--- src/rtl/burst_slave_port_pkg.sv ---
// rtl/burst_slave_port_pkg.sv - shared bus types and constants for the burst slave port
package burst_slave_port_pkg;

  typedef enum logic [3:0] {
    ST_IDLE,
    ST_ADDR,
    ST_LEN,
    ST_WDATA,
    ST_MWRITE,
    ST_SPLIT,
    ST_WAIT,
    ST_MREAD,
    ST_RDATA
  } state_t;

  localparam logic SMODE_READ  = 1'b0;
  localparam logic SMODE_WRITE = 1'b1;

  function automatic int max3(input int a, input int b, input int c);
    int m;
    m = a;
    if (b > m) m = b;
    if (c > m) m = c;
    return m;
  endfunction

endpackage

--- src/rtl/burst_slave_port_serdes_shifter.sv ---
// rtl/burst_slave_port_serdes_shifter.sv - LANES-wide shift register, LSB-first in and out
module serdes_shifter #(
  parameter int WIDTH = 12,
  parameter int LANES = 1
) (
  input  logic             clk,
  input  logic             rstn,
  input  logic             load,
  input  logic             shift,
  input  logic [LANES-1:0] din,
  input  logic [WIDTH-1:0] pdata,
  output logic [LANES-1:0] dout,
  output logic [WIDTH-1:0] shifted
);

  logic [WIDTH-1:0] sr;

  // New beats enter at the top so a completed field ends up top-aligned, first beat lowest.
  assign shifted = {din, sr[WIDTH-1:LANES]};
  assign dout    = sr[LANES-1:0];

  always_ff @(posedge clk) begin
    if (!rstn) begin
      sr <= '0;
    end else if (load) begin
      sr <= pdata;
    end else if (shift) begin
      sr <= shifted;
    end
  end

endmodule

--- src/rtl/burst_slave_port.sv ---
// rtl/burst_slave_port.sv - serial burst slave: deserialises addr/len/data, drives a word memory port
module burst_slave_port
  import burst_slave_port_pkg::*;
#(
  parameter int ADDR_WIDTH    = 12,
  parameter int DATA_WIDTH    = 8,
  parameter int LANES         = 1,
  parameter int LEN_WIDTH     = 4,
  parameter int SPLIT_EN      = 0,
  parameter int SPLIT_LATENCY = 4
) (
  input  logic                  clk,
  input  logic                  rstn,
  input  logic [LANES-1:0]      swdata,
  input  logic                  smode,
  input  logic                  mvalid,
  input  logic                  split_grant,
  output logic [LANES-1:0]      srdata,
  output logic                  svalid,
  output logic                  sready,
  output logic                  ssplit,
  output logic [ADDR_WIDTH-1:0] smemaddr,
  output logic [DATA_WIDTH-1:0] smemwdata,
  output logic                  smemwen,
  output logic                  smemren,
  input  logic [DATA_WIDTH-1:0] smemrdata,
  input  logic                  rvalid
);

  localparam int RX_W       = max3(ADDR_WIDTH, DATA_WIDTH, LEN_WIDTH);
  localparam int ADDR_BEATS = ADDR_WIDTH / LANES;
  localparam int LEN_BEATS  = LEN_WIDTH / LANES;
  localparam int DATA_BEATS = DATA_WIDTH / LANES;

  state_t                state, state_nxt;
  logic                  mode;
  logic [7:0]            beat_cnt;
  logic [7:0]            split_cnt;
  logic [LEN_WIDTH-1:0]  len, word_cnt;
  logic [ADDR_WIDTH-1:0] addr;
  logic [DATA_WIDTH-1:0] wdata;
  logic                  rx_shift, tx_load, tx_shift, beat_last;
  logic [LANES-1:0]      sh_dout;
  logic [RX_W-1:0]       sh_next;

  // Receive and transmit never overlap within a burst, so one shifter serves both.
  serdes_shifter #(.WIDTH(RX_W), .LANES(LANES)) u_shifter (
    .clk     (clk),
    .rstn    (rstn),
    .load    (tx_load),
    .shift   (rx_shift || tx_shift),
    .din     (swdata),
    .pdata   (RX_W'(smemrdata)),
    .dout    (sh_dout),
    .shifted (sh_next)
  );

  always_ff @(posedge clk) begin
    if (!rstn) state <= ST_IDLE;
    else       state <= state_nxt;
  end

  always_comb begin
    state_nxt = state;
    rx_shift  = 1'b0;
    tx_load   = 1'b0;
    tx_shift  = 1'b0;
    beat_last = 1'b0;
    sready    = 1'b0;
    ssplit    = 1'b0;
    smemwen   = 1'b0;
    smemren   = 1'b0;
    svalid    = 1'b0;
    srdata    = '0;
    case (state)
      ST_IDLE: begin
        sready = 1'b1;
        if (mvalid) begin
          rx_shift  = 1'b1;
          state_nxt = ST_ADDR;
        end
      end
      ST_ADDR: begin
        beat_last = (beat_cnt == 8'(ADDR_BEATS - 1));
        if (mvalid) begin
          rx_shift = 1'b1;
          if (beat_last) state_nxt = ST_LEN;
        end
      end
      ST_LEN: begin
        beat_last = (beat_cnt == 8'(LEN_BEATS - 1));
        if (mvalid) begin
          rx_shift = 1'b1;
          if (beat_last) begin
            if (mode == SMODE_WRITE) state_nxt = ST_WDATA;
            else if (SPLIT_EN != 0)  state_nxt = ST_SPLIT;
            else                     state_nxt = ST_MREAD;
          end
        end
      end
      ST_WDATA: begin
        rx_shift  = 1'b1;
        beat_last = (beat_cnt == 8'(DATA_BEATS - 1));
        if (beat_last) state_nxt = ST_MWRITE;
      end
      ST_MWRITE: begin
        smemwen   = 1'b1;
        state_nxt = (word_cnt == len) ? ST_IDLE : ST_WDATA;
      end
      ST_SPLIT: begin
        ssplit = 1'b1;
        if (split_cnt == 8'(SPLIT_LATENCY - 1)) state_nxt = ST_WAIT;
      end
      ST_WAIT: begin
        if (split_grant) state_nxt = ST_MREAD;
      end
      ST_MREAD: begin
        smemren = 1'b1;
        if (rvalid) begin
          tx_load   = 1'b1;
          state_nxt = ST_RDATA;
        end
      end
      ST_RDATA: begin
        svalid    = 1'b1;
        srdata    = sh_dout;
        tx_shift  = 1'b1;
        beat_last = (beat_cnt == 8'(DATA_BEATS - 1));
        if (beat_last) state_nxt = (word_cnt == len) ? ST_IDLE : ST_MREAD;
      end
      default: state_nxt = ST_IDLE;
    endcase
  end

  always_ff @(posedge clk) begin
    if (!rstn) begin
      mode      <= SMODE_READ;
      beat_cnt  <= '0;
      split_cnt <= '0;
      len       <= '0;
      word_cnt  <= '0;
      addr      <= '0;
      wdata     <= '0;
    end else begin
      split_cnt <= (state == ST_SPLIT) ? split_cnt + 8'd1 : 8'd0;
      if (rx_shift || tx_shift) beat_cnt <= beat_last ? 8'd0 : beat_cnt + 8'd1;
      if (state == ST_IDLE) begin
        word_cnt <= '0;
        if (mvalid) mode <= smode;
      end
      // Fields are taken from the shifter's next value so they are ready the cycle after their last beat.
      if (state == ST_ADDR && rx_shift && beat_last) addr  <= sh_next[RX_W-1 -: ADDR_WIDTH];
      if (state == ST_LEN  && rx_shift && beat_last) len   <= sh_next[RX_W-1 -: LEN_WIDTH];
      if (state == ST_WDATA && beat_last)            wdata <= sh_next[RX_W-1 -: DATA_WIDTH];
      if (state == ST_MWRITE || (state == ST_RDATA && beat_last)) begin
        addr     <= addr + 1'b1;
        word_cnt <= word_cnt + 1'b1;
      end
    end
  end

  assign smemaddr  = addr;
  assign smemwdata = wdata;

endmodule
--- config.mk ---
export PLATFORM = sky130hd
export DESIGN_NAME = burst_slave_port
export DESIGN_NICKNAME = d
export VERILOG_FILES = /design/src/rtl/burst_slave_port_pkg.sv /design/src/rtl/burst_slave_port_serdes_shifter.sv /design/src/rtl/burst_slave_port.sv
export SDC_FILE = /design/constraint.sdc
export NUM_CORES = 1
export LEC_CHECK = 0
export ABC_AREA = 1
export CAP_MARGIN = 5
export CELL_PAD_IN_SITES_DETAIL_PLACEMENT = 0
export CELL_PAD_IN_SITES_GLOBAL_PLACEMENT = 1
export CORE_MARGIN = 5
export CORE_UTILIZATION = 40
export CTS_CLUSTER_DIAMETER = 120
export DETAILED_ROUTE_END_ITERATION = 10
export MAX_ROUTING_LAYER = met4
export PLACE_DENSITY_LB_ADDON = 0.2
export SYNTH_ARGS = -nofsm -noshare
export SYNTH_HDL_FRONTEND = slang
export SYNTH_SLANG_ARGS = --single-unit
--- constraint.sdc ---
create_clock -name clk -period 2.4 [get_ports clk]
set_clock_uncertainty 0.15 [all_clocks]
set_input_delay 0.6 -clock clk [delete_from_list [all_inputs] [get_ports clk]]
set_output_delay 0.6 -clock clk [all_outputs]
set_load 0.05 [all_outputs]
==> impl_results.md <==
- Status: finished clean
- Post-CTS sizing: 0
- Cells after synthesis: 469
- Routed wire length: 7992 um
- Syn_nets: 488
- Clk buf depth: 2
- Die W: 100.2 um
- Min cycle time layout: 2345 ps
- Worst min path class: reg2reg
- Largest net degree at the start of global routing: 20
- CP arrival: 1600 ps
- Hold WS: 299.2 ps
- #FFs+latches synth: 61
- Vias per inst: 4.907
- Compound-cell area share of the yosys netlist: 0.1164
- Critical-path cell list: clkdlybuf4s50_1
- Number of distinct library cells after synthesis: 40
- Tcrit/Tclk final: 0.9773
- Clk_lat worst skew: 340 ps
- Hold wc startpoint: split_cnt[0]
- Synth top cells by count: 104 x nand2_1, 61 x dfxtp_1, 56 x nor2_1
- PwrDens: 692.5 nW/um2
- Port-buffer cells: 40
- CTS tree: done
- Cts hold-fix bufs: 0
- Clk root buf: clkbuf_8
- Area of the placeable core: 8093 um2
- Crit path from: smemaddr[9]
- Post-synthesis xor/xnor area fraction: 0.04572
- Clock sink total: 61
- Initial antenna violation count: 0
- Worst setup SP type: flop
- DR pass1 iterations: 4
- FF+latch area: 1221 um2
- Initial core utilization: 0.4024
- Post-synthesis sequential area ratio: 0.3750
- GRT Total Usage: 0.1702
- I/O pins: 41
- Clock H-tree levels: 3
- First-pass GRT wire length: 13,250 um
- Place WS: -12.15 ps
- Proportion of layout cells with a drive suffix above 1: 0.1137
- Worst rel slew slack: 0.6196
- GPL Wtd Cong: 0.8497
- # Max-Cap Violations: 0
- Synth Area in Adders: 0.01537
- Fin. max-slew vios: 0
- CP top delay family: buffers and inverters
- Worst endpoint required time: 1650 ps
- FF-to-FF Start: beat_cnt[0]
- Die Y: 100.2 um
- DP Wirelength: 5980 um
- VDD IR max: 0.4343 mV
- Wire per inst: 12.81 um
- Setup tns final: 0 ps
- Area Growth Syn to Fin: 23.13%
- Total CTS buffers: 9
- Endpoints failing setup: 0
- Synth warn: 0
- Layout fillers: 878
- Post-CTS Setup Inserts: 0
- Avg Inst Size Synth: 6.944 um2
- # DRC: 0
- Fraction of synthesized area in multiplexers: 0.003073
- Leak: 1.646 nW
- Layout net count: 533
- EDFF count, synth: 0
- Total grt overflow: 0
- FMAX: 426.3 MHz
- Yosys top cell area share: 0.3750
- Fin. Hold Viols: 0
- Critical path peak fanout: 5
- CP endpoint kind: primary output
- Dominant synthesized flop cell: dfxtp_1
- # rows: 33
- Antenna Nets Post-Route: 0
- Top-count cell post-synth: nand2_1
- Post-synth top area cell: dfxtp_1
- Largest cells by area after synthesis: dfxtp_1 37%, nand2_1 12%, nor2_1 6.5%, nand3_1 5.8%, inv_1 5.6%
- Largest family of logic cells by synthesized area: simple AND/OR/NAND/NOR gates
- WS Path Type: reg2out
- RSZ-0062 raised after global routing: false
- Worst setup slack after layout: 54.50 ps
- Actual slew at the worst max-slew pin: 570.6 ps
- Simple-Gate Fraction of Synth Area: 0.3496
- CP peak stage delay: 840 ps
- Clock transition at path regs: 70 ps
- Multi-input gate area: 1727 um2
- Buf+Inv Stages, Crit Path: 1
- DR vias: 3,062
- Die ar.: 10,050 um2
- R2R Setup Slk: 290 ps
- Vias in the first global route: 2,850
- CP max-delay cell: clkdlybuf4s50_1
- Initial DRC count: 110
- Power, Total: 2.777 mW
- ANT cells: 0
- Synthesized cell area: 3257 um2
- Fraction of registers with async set/reset: 0
[cell families (layout without fill, tap and decap cells)]
logic type | count (synthesis) | in the layout
AND/OR/NAND/NOR | 247 | 247
buffers and inverters | 71 | 121
AO/OA/AOI/OAI | 68 | 68
flip-flops | 61 | 61
XOR/XNOR | 17 | 17
adder cells (fa/ha/maj) | 4 | 4
multiplexers | 1 | 1
[power breakdown]
part	switching (mW)	internal, mW	total [mW]
Clock	0.422	0.366	0.788
Sequential	0.0821	1.08	1.16
Combinational	0.517	0.310	0.827
Total	1.02	1.76	2.78
[metal layers]
layer  global-route usage  wire (um)  vias to the layer above
li1                     -          -                     1615
met1               0.2136       3785                     1383
met2               0.2661       3803                       51
met3              0.03614        259                       13
met4              0.07047        143                        0
met5                    -          0                        -
[cell usage in the layout, fill, tap and decap left out, types with 5 or more instances in the layout]
cell / count
a21oi_1: 36
a31oi_1: 8
buf_12: 7
buf_4: 9
clkbuf_8: 9
clkdlybuf4s50_1: 30
dfxtp_1: 61
inv_1: 49
inv_2: 5
nand2_1: 104
nand2_2: 6
nand3_1: 38
nand4_1: 13
nor2_1: 56
nor2_2: 5
nor3_1: 8
o21ai_0: 14
xor2_1: 13
[registers in the layout (all words and copies together) (netlist names)]
name          flops
state             4
split_cnt         8
word_cnt          4
smemwdata         8
u_shifter.sr     12
len               4
beat_cnt          8
mode              1
smemaddr         12
[cell type report]
type / instances / area share
clock buffers: 9 / 0.03089
clock inverters: 7 / 0.01061
inverters: 55 / 0.05148
multi-input cells: 337 / 0.4306
flip-flops and latches: 61 / 0.3045
well taps: 105 / 0.03276
repair buffers: 50 / 0.1392
[per-stage QoR]
step | instances | utilization | instance area [um2]
after global routing | 624 | 0.4955 | 4010
after global placement | 608 | 0.4737 | 3834
after detailed placement | 608 | 0.4737 | 3834
after CTS | 624 | 0.4943 | 4000
final | 624 | 0.4955 | 4010
after floorplan | 469 | - | 3257
[worst paths after layout]
kind | endpoint | cells past startpoint
setup / recovery | smemaddr[9] | 1
hold / removal | split_cnt[0] | 1
setup reg to reg | smemaddr[5] | 10
hold reg to reg | split_cnt[0] | 1
Power figures use the tool's default switching activity.
